==> config.mk <==
export PLATFORM = sky130hd
export DESIGN_NAME = mem_port_arbiter
export DESIGN_NICKNAME = d
export VERILOG_FILES = /design/src/rtl/mem_port_arbiter_pkg.sv /design/src/rtl/mem_port_arbiter_rsp_tag_pipe.sv /design/src/rtl/mem_port_arbiter.sv
export SDC_FILE = /design/constraint.sdc
export NUM_CORES = 1
export LEC_CHECK = 0
export ABC_AREA = 0
export ABC_CLOCK_PERIOD_IN_PS = 1200
export CAP_MARGIN = 20
export CELL_PAD_IN_SITES_DETAIL_PLACEMENT = 0
export CELL_PAD_IN_SITES_GLOBAL_PLACEMENT = 1
export CORE_ASPECT_RATIO = 0.7
export CORE_MARGIN = 8
export CORE_UTILIZATION = 10
export DETAILED_ROUTE_END_ITERATION = 12
export GPL_ROUTABILITY_DRIVEN = 0
export PLACE_DENSITY_LB_ADDON = 0.1
export SLEW_MARGIN = 10
export SYNTH_ARGS = -nofsm -noshare
export SYNTH_HDL_FRONTEND = slang
export SYNTH_SLANG_ARGS = --single-unit
==> constraint.sdc <==
create_clock -name CLK -period 1.2 [get_ports CLK]
set_input_delay 0.18 -clock CLK [delete_from_list [all_inputs] [get_ports CLK]]
set_output_delay 0.18 -clock CLK [all_outputs]
set_load 0.03 [all_outputs]
==> src/rtl/mem_port_arbiter_pkg.sv <==
// Shared definitions for the fetch/data memory port arbiter:
// owner and read/write encodings, plus the response tag layout.
package mem_port_arbiter_pkg;

  localparam logic OWN_I = 1'b0;
  localparam logic OWN_D = 1'b1;

  localparam logic RW_RD = 1'b1;
  localparam logic RW_WR = 1'b0;

  typedef struct packed {
    logic valid;
    logic owner;
  } tag_t;

endpackage

==> src/rtl/mem_port_arbiter_rsp_tag_pipe.sv <==
// DEPTH-stage shift register of {valid, owner} tags that follows each read
// through the memory latency so its data is returned to the right issuer.
module rsp_tag_pipe
  import mem_port_arbiter_pkg::*;
#(
  parameter int unsigned DEPTH = 1
) (
  input  logic clk,
  input  logic rstn,
  input  tag_t i_tag,
  output tag_t o_tag
);

  tag_t r_stage [DEPTH];

  always_ff @(posedge clk) begin
    if (!rstn) begin
      for (int unsigned i = 0; i < DEPTH; i++) begin
        r_stage[i] <= '0;
      end
    end else begin
      r_stage[0] <= i_tag;
      for (int unsigned i = 1; i < DEPTH; i++) begin
        r_stage[i] <= r_stage[i-1];
      end
    end
  end

  assign o_tag = r_stage[DEPTH-1];

endmodule

==> src/rtl/mem_port_arbiter.sv <==
// Arbitrates one single-ported memory between fetch and data requesters.
// Optional fetch starvation guard is compiled in with `define ARB_FAIRNESS_EN.
module mem_port_arbiter
  import mem_port_arbiter_pkg::*;
#(
  parameter int unsigned AW       = 30,
  parameter int unsigned DW       = 32,
  parameter int unsigned RD_LAT   = 1,
  parameter int unsigned MAX_WAIT = 3
) (
  input  logic          CLK,
  input  logic          RSTN,
  input  logic          I_REQ,
  input  logic [AW-1:0] I_ADDR,
  output logic          I_STALL,
  output logic          I_VALID,
  output logic [DW-1:0] I_RDATA,
  input  logic          D_REQ,
  input  logic          D_RW,
  input  logic [AW-1:0] D_ADDR,
  input  logic [DW-1:0] D_WDATA,
  output logic          D_STALL,
  output logic          D_VALID,
  output logic [DW-1:0] D_RDATA,
  output logic          M_REQ,
  output logic          M_RW,
  output logic [AW-1:0] M_ADDR,
  output logic [DW-1:0] M_WDATA,
  input  logic [DW-1:0] M_RDATA
);

  if (RD_LAT < 1 || RD_LAT > 4 || MAX_WAIT < 1 || MAX_WAIT > 15) begin : g_bad_cfg
    $error("mem_port_arbiter: RD_LAT must be 1..4 and MAX_WAIT 1..15");
  end

  logic w_grant_i;
  logic w_grant_d;
  logic w_force_i;
  tag_t w_push;
  tag_t w_pop;

`ifdef ARB_FAIRNESS_EN
  logic [3:0] r_wait;

  assign w_force_i = (r_wait == 4'(MAX_WAIT));

  // Counts only cycles where fetch is actually waiting; any grant or idle clears it.
  always_ff @(posedge CLK) begin
    if (!RSTN) begin
      r_wait <= '0;
    end else if (!I_REQ || w_grant_i) begin
      r_wait <= '0;
    end else if (r_wait != 4'(MAX_WAIT)) begin
      r_wait <= r_wait + 4'd1;
    end
  end
`else
  assign w_force_i = 1'b0;
`endif

  assign w_grant_d = D_REQ & ~(I_REQ & w_force_i);
  assign w_grant_i = I_REQ & ~w_grant_d;

  assign I_STALL = I_REQ & ~w_grant_i;
  assign D_STALL = D_REQ & ~w_grant_d;

  assign M_REQ   = I_REQ | D_REQ;
  assign M_RW    = w_grant_d ? D_RW : RW_RD;
  assign M_ADDR  = w_grant_d ? D_ADDR : (w_grant_i ? I_ADDR : '0);
  assign M_WDATA = w_grant_d ? D_WDATA : '0;

  assign w_push.valid = M_REQ & M_RW;
  assign w_push.owner = w_grant_d ? OWN_D : OWN_I;

  rsp_tag_pipe #(
    .DEPTH (RD_LAT)
  ) u_tag_pipe (
    .clk   (CLK),
    .rstn  (RSTN),
    .i_tag (w_push),
    .o_tag (w_pop)
  );

  // Gated by RSTN so nothing is returned while reset is asserted.
  assign I_VALID = RSTN & w_pop.valid & (w_pop.owner == OWN_I);
  assign D_VALID = RSTN & w_pop.valid & (w_pop.owner == OWN_D);
  assign I_RDATA = I_VALID ? M_RDATA : '0;
  assign D_RDATA = D_VALID ? M_RDATA : '0;

endmodule

==> impl_metrics.json, run 1 <==
{
  "outcome": "finished with violations",
  "violations": "negative setup slack",
  "drv_slew": 0,
  "hold_viol": 0,
  "p_per_area_nw_per_um2": 538,
  "power_leakage_nw": 1.86,
  "pwr-share-seq_pct": 3.5,
  "initial_core_util_pct": 10.2,
  "synth-seq-cells": 2,
  "required_ns": 1.02,
  "antenna_left": 0,
  "htree_levels": 1,
  "regMostFlops": "u_tag_pipe.r_stage",
  "path_buf_inv": 2,
  "synth_top_family_by_area": "simple AND/OR/NAND/NOR gates",
  "synthXorXnorAreaFrac_pct": 0,
  "yosysMostFrequentCell": "nor2_1",
  "startpoint_type": "flop",
  "top_regs": "u_tag_pipe.r_stage (2)",
  "critical-path-slowest-cell": "dfxtp_2",
  "setup_viol": 66,
  "antenna_found_initial": 0,
  "grt_pass1_vias": 2407,
  "cts_hold_buf": 0,
  "ctsRootBufferMaster": "clkbuf_16",
  "critical-path-max-stage-delay_ns": 0.30,
  "synth.area.mux_share_pct": 0.898,
  "synth_top_area_share_pct": 23.6,
  "crit_type": "reg -> out",
  "grt_first_pass_wirelength_um": 13900,
  "hold_path.class": "in -> reg",
  "clkTransAtPathRegs_ns": 0.03,
  "hold_end": "u_tag_pipe.r_stage[0][1]",
  "clock_path_buffers": 2,
  "grt.total_usage_pct": 11.9,
  "finalWirelength_um": 9810,
  "cts.sinks": 2,
  "diodes": 0,
  "rsz0062_at_grt": "yes",
  "min_from": "I_REQ",
  "syn_area_per_cell_um2": 5.72,
  "synth_ff_type": "dfxtp_1",
  "dr.pass1.iters": 4,
  "drv_cap": 0,
  "io_pins": 261,
  "rows": 32,
  "fmax_ghz": 0.756,
  "p_int_w": 0.00135,
  "die_height_um": 104,
  "total_power_w": 0.00216,
  "netlist.top_cell.by_area": "a22o_1",
  "synth-simple-area-share_pct": 55.2,
  "drt_iter0_drc": 79,
  "post_dp_cell_area_um2": 3530,
  "vias": 2297,
  "path_cells": "nand2b_4, buf_16, nor2_1, buf_4",
  "fin_crit_sh_pct": 110,
  "wire_per_inst_um": 16.0,
  "dpl.cell_count": 596,
  "remaining_drc_errors": 0,
  "synth_common_cells": "nor2_1, and2_1, nand2_1",
  "cp.arrival_ns": 1.14,
  "layout-drive-gt1-share_pct": 38.2,
  "period_needed_ns": 1.32,
  "dp_hpwl_um": 7840,
  "largest_register_ffs": 2,
  "routed_via_density": 3.76,
  "final_area_um2": 4020,
  "synth.distinct_cells": 14,
  "grt_max_degree": 45,
  "final.setup.worst_slack_ns": -0.122,
  "synthAdderAreaFrac_pct": 0,
  "synth_compound_area_share_pct": 23.6,
  "synth_edf_count": 0,
  "numCtsBuffers": 3,
  "cp-end-kind": "primary output",
  "ys_seq_area_share_pct": 3.59,
  "ir_drop_mv": 0.340,
  "power_switching_w": 0.000810,
  "area_delta_synth_final_pct": 261,
  "coreArea_um2": 10900,
  "grt_overflow": 0,
  "netlist_area_um2": 1110,
  "whs_path_depth": 4,
  "die_w_um": 142,
  "p_sw_share_pct": 37.5,
  "num-nets-final": 589,
  "synth.net_count": 324,
  "fill_cells": 1125,
  "yosysWarnings": 0,
  "stdcell_count": 611,
  "cts_tree": "done",
  "syn_inst": 195,
  "p_comb_share_pct": 73.6,
  "critPathMaxFanout": 16,
  "synth_area_leaders": "a22o_1, nor2_1, and2_1, nand2_1, buf_6",
  "dieArea_um2": 14800,
  "async_reset_ff_share_pct": 0,
  "cpLargestDelayFamily": "buffers and inverters",
  "p_clk_share_pct": 22.9,
  "io_buffers": 259
}
per-layer routing:
metal / global-route usage [%] / routed length [um] / vias to the layer above
met5: 0 / 0 / -
met4: 1.68 / 62 / 0
met3: 5.18 / 1040 / 4
met2: 24.1 / 5430 / 117
met1: 10.9 / 3270 / 1014
li1: - / - / 1162
stage by stage:
step / setup slack [ns] / utilization (%) / hold slack [ns] / setup TNS, ns
6_report: -0.122 / 36.8 / 0.333 / -6.34
5_1_grt: -0.177 / 36.8 / 0.398 / -9.89
4_1_cts: -0.127 / 35.8 / 0.351 / -7.57
3_5_place_dp: -0.347 / 32.3 / 0.724 / -25.24
3_3_place_gp: -0.328 / 32.3 / 0.714 / -24.30
2_1_floorplan: -0.0913 / - / 0.324 / -2.72
logic make-up after synthesis:
logic type      after synthesis
compound gates               30
buf+inv                      23
flops                         2
mux                           1
other cells                   1
simple gates                138
cell usage in the layout (no fill, tap or decap):
cell	netlist	final
clkdlybuf4s50_1	0	125
buf_4	5	103
nor2_1	67	56
buf_6	9	42
and2_1	34	34
nand2_1	33	33
a22o_1	30	30
nor2_2	0	9
buf_12	0	6
clkbuf_16	0	5
nor2_4	0	2
buf_16	0	2
dfxtp_2	0	2
nor2b_4	0	1
inv_1	1	1
nand2b_4	0	1
or2_1	1	1
nand2b_1	2	1
mux2i_1	1	1
conb_1	1	1
bufbuf_16	0	1
clkdlybuf4s15_2	0	1
area by class of cell:
cell class	count	area, um2	share of cell area, %
Clock buffer	3	75.1	1.87
Timing Repair Buffer	282	2770	68.8
Multi-Input combinational cell	170	942	23.4
Inverter	1	3.75	0.0933
Sequential cell	2	42.5	1.06
Tap cell	153	191	4.76
worst max path at each step:
| stage | endpoint | depth (start not counted) | startpoint | slack, ns |
|---|---|---|---|---|
| finish | I_RDATA[28] | 4 | u_tag_pipe.r_stage[0][0] | -0.12 |
| global route | D_RDATA[24] | 4 | u_tag_pipe.r_stage[0][1] | -0.18 |
| CTS | I_RDATA[24] | 4 | u_tag_pipe.r_stage[0][0] | -0.13 |
| detailed placement | M_ADDR[14] | 5 | I_REQ | -0.35 |
| global placement | M_ADDR[18] | 5 | I_REQ | -0.33 |
| floorplan | I_RDATA[10] | 4 | u_tag_pipe.r_stage[0][0] | -0.09 |
repair_timing:
action / 4_1_cts / 5_1_grt
endpoints found under the setup margin: 98 / 82
gates cloned: 5 / 2
buffers inserted: 5 / 2
resized for setup: 52 / 25
pin swaps: 4 / 5
power by group through the flow:
stage / clock [W] / combinational [W] / sequential [W]
after floorplan: 0 / 0.000671 / 0.0000733
after global placement: 0 / 0.00143 / 0.0000736
after detailed placement: 0 / 0.00143 / 0.0000737
after CTS: 0.000501 / 0.00158 / 0.0000751
after global routing: 0.000506 / 0.00168 / 0.0000760
final: 0.000495 / 0.00159 / 0.0000754
(Power assumes the default switching activity.)
==> run 2, diff against run 1 <==
Settings changed: CORE_ASPECT_RATIO 0.7 to 0.6, CTS_BUF_LIST set to sky130_fd_sc_hd__clkbuf_8, HOLD_SLACK_MARGIN set to 0.15.
==> run 2 against run 1 <==
Effect of this change:
- the flow still finishes with violations (negative setup slack)
- count of clock-buffer cells in the layout unchanged
- cell count down 1.8%
- sequential cell count unchanged
- via count up 1.4%
- global-route usage up 0.58 points
- worst hold slack better by 0.0035 ns
- wire length up 2.1%
- non-clock buffer count down 2
- largest power group unchanged
- highest routed layer unchanged
==> impl_metrics.json, run 2 (same netlist as run 1, synthesis figures left out) <==
{
  "coreArea_um2": 11100,
  "critPathMaxFanout": 11,
  "outcome": "finished with violations",
  "vias": 2329,
  "routed_via_density": 3.88,
  "hold_viol": 0,
  "num-nets-final": 587,
  "top_regs": "u_tag_pipe.r_stage (2)",
  "grt_first_pass_wirelength_um": 15000,
  "dp_hpwl_um": 8020,
  "final_area_um2": 4060,
  "p_per_area_nw_per_um2": 482,
  "die_w_um": 152,
  "layout-drive-gt1-share_pct": 41.0,
  "antenna_left": 0,
  "fin_crit_sh_pct": 109,
  "timing.setup.tns_ns": -4.98,
  "wire_per_inst_um": 16.7,
  "mostFrequentLayoutCell": "clkdlybuf4s50_1",
  "fmax_ghz": 0.761,
  "cts_tree": "done",
  "grt_max_degree": 25,
  "post_dp_cell_area_um2": 3510,
  "dieArea_um2": 14900,
  "diodes": 0,
  "setup_viol": 66,
  "io_buffers": 259,
  "area_delta_synth_final_pct": 264,
  "initial_core_util_pct": 10.1,
  "rows": 30,
  "regMostFlops": "u_tag_pipe.r_stage",
  "final.setup.worst_slack_ns": -0.113,
  "cp-end-kind": "primary output",
  "hold_end": "u_tag_pipe.r_stage[0][1]",
  "finalWirelength_um": 10000,
  "cts_hold_buf": 0,
  "clock_path_buffers": 2,
  "io_pins": 261,
  "drv_slew": 0,
  "startpoint_type": "flop",
  "min_from": "I_REQ",
  "grt.total_usage_pct": 12.5,
  "clkTransAtPathRegs_ns": 0.03,
  "numCtsBuffers": 3,
  "drt_iter0_drc": 48,
  "cts.sinks": 2,
  "crit_type": "reg -> out",
  "rsz0062_at_grt": "yes",
  "ir_drop_mv": 0.198,
  "grt_overflow": 0,
  "period_needed_ns": 1.31,
  "drv_cap": 0,
  "cp.arrival_ns": 1.13,
  "violations": "negative setup slack",
  "grt_pass1_vias": 2571,
  "mostFrequentLayoutCells": "clkdlybuf4s50_1, buf_4, buf_6",
  "die_height_um": 97.8,
  "required_ns": 1.02,
  "hold_path.class": "in -> reg",
  "whs_path_depth": 4,
  "remaining_drc_errors": 0,
  "antenna_found_initial": 0,
  "fill_cells": 1130,
  "largest_register_ffs": 2,
  "ctsRootBufferMaster": "clkbuf_8",
  "dp_slack_ns": -0.337,
  "power_leakage_nw": 1.83,
  "htree_levels": 1,
  "dr.pass1.iters": 4
}
-- run 2: cell count changes in the layout (fill, tap and decap cells not counted), moves of 3 or more --
cell	previous run	this run
buf_4	103	85
buf_6	42	60
clkbuf_16	5	0
clkbuf_8	0	3
nor2_1	56	42
nor2_2	9	16
nor2_4	2	9
-- run 2: worst max-delay path by stage --
stage                             startpoint     endpoint  cells after the start
floorplan           u_tag_pipe.r_stage[0][0]  I_RDATA[10]                      4
global placement                       I_REQ   M_ADDR[27]                      5
detailed placement                     I_REQ   M_ADDR[10]                      5
CTS                 u_tag_pipe.r_stage[0][1]   D_RDATA[5]                      4
global route        u_tag_pipe.r_stage[0][1]  D_RDATA[23]                      4
finish              u_tag_pipe.r_stage[0][0]   I_RDATA[6]                      4
-- run 2: power by group --
part / switching, W / total (W) / internal [W] / leakage [nW]
sequential: 0.00000301 / 0.0000747 / 0.0000717 / 0.0169
combinational: 0.000760 / 0.00162 / 0.000857 / 1.79
clock: 0.0000531 / 0.000265 / 0.000212 / 0.0216
total: 0.000817 / 0.00196 / 0.00114 / 1.83
-- run 2: worst max-delay path, cell delays in order, from the launching register on --
cell and delay [ns]:
dfxtp_1 0.29, nand2b_4 0.18, buf_12 0.17, nor2_1 0.11, buf_4 0.17
-- run 2: layout make-up --
class	instances	area (um2)	share of cell area (%)
timing repair buffer	280	2780	68.5
multi-input combinational	170	1010	25.0
sequential	2	41.3	1.02
clock buffer	3	41.3	1.02
tap	144	180	4.43
inverter	1	3.75	0.0924
-- run 2: timing repair --
| action | CTS | global route |
|---|---|---|
| buffers inserted | 3 | 0 |
| cloned | 5 | 0 |
| setup endpoints to repair | 98 | 96 |
| gates resized for setup | 66 | 54 |
| pin swaps | 5 | 5 |
-- run 2: per-layer routing --
| metal | global-route usage (%) | share of wire, % |
|---|---|---|
| met1 | 12.9 | 37 |
| met2 | 23.5 | 52 |
| met3 | 5.51 | 11 |
| met4 | 2.14 | 0.70 |
| met5 | 0 | 0 |
-- run 2: metrics by stage --
step	power (W)	hold slack [ns]	instances	util, %
global route	0.00206	0.397	600	36.7
detailed placement	0.00149	0.723	590	31.7
finish	0.00196	0.337	600	36.7
floorplan	0.000744	0.324	195	-
global placement	0.00150	0.714	590	31.7
CTS	0.00193	0.358	600	35.1
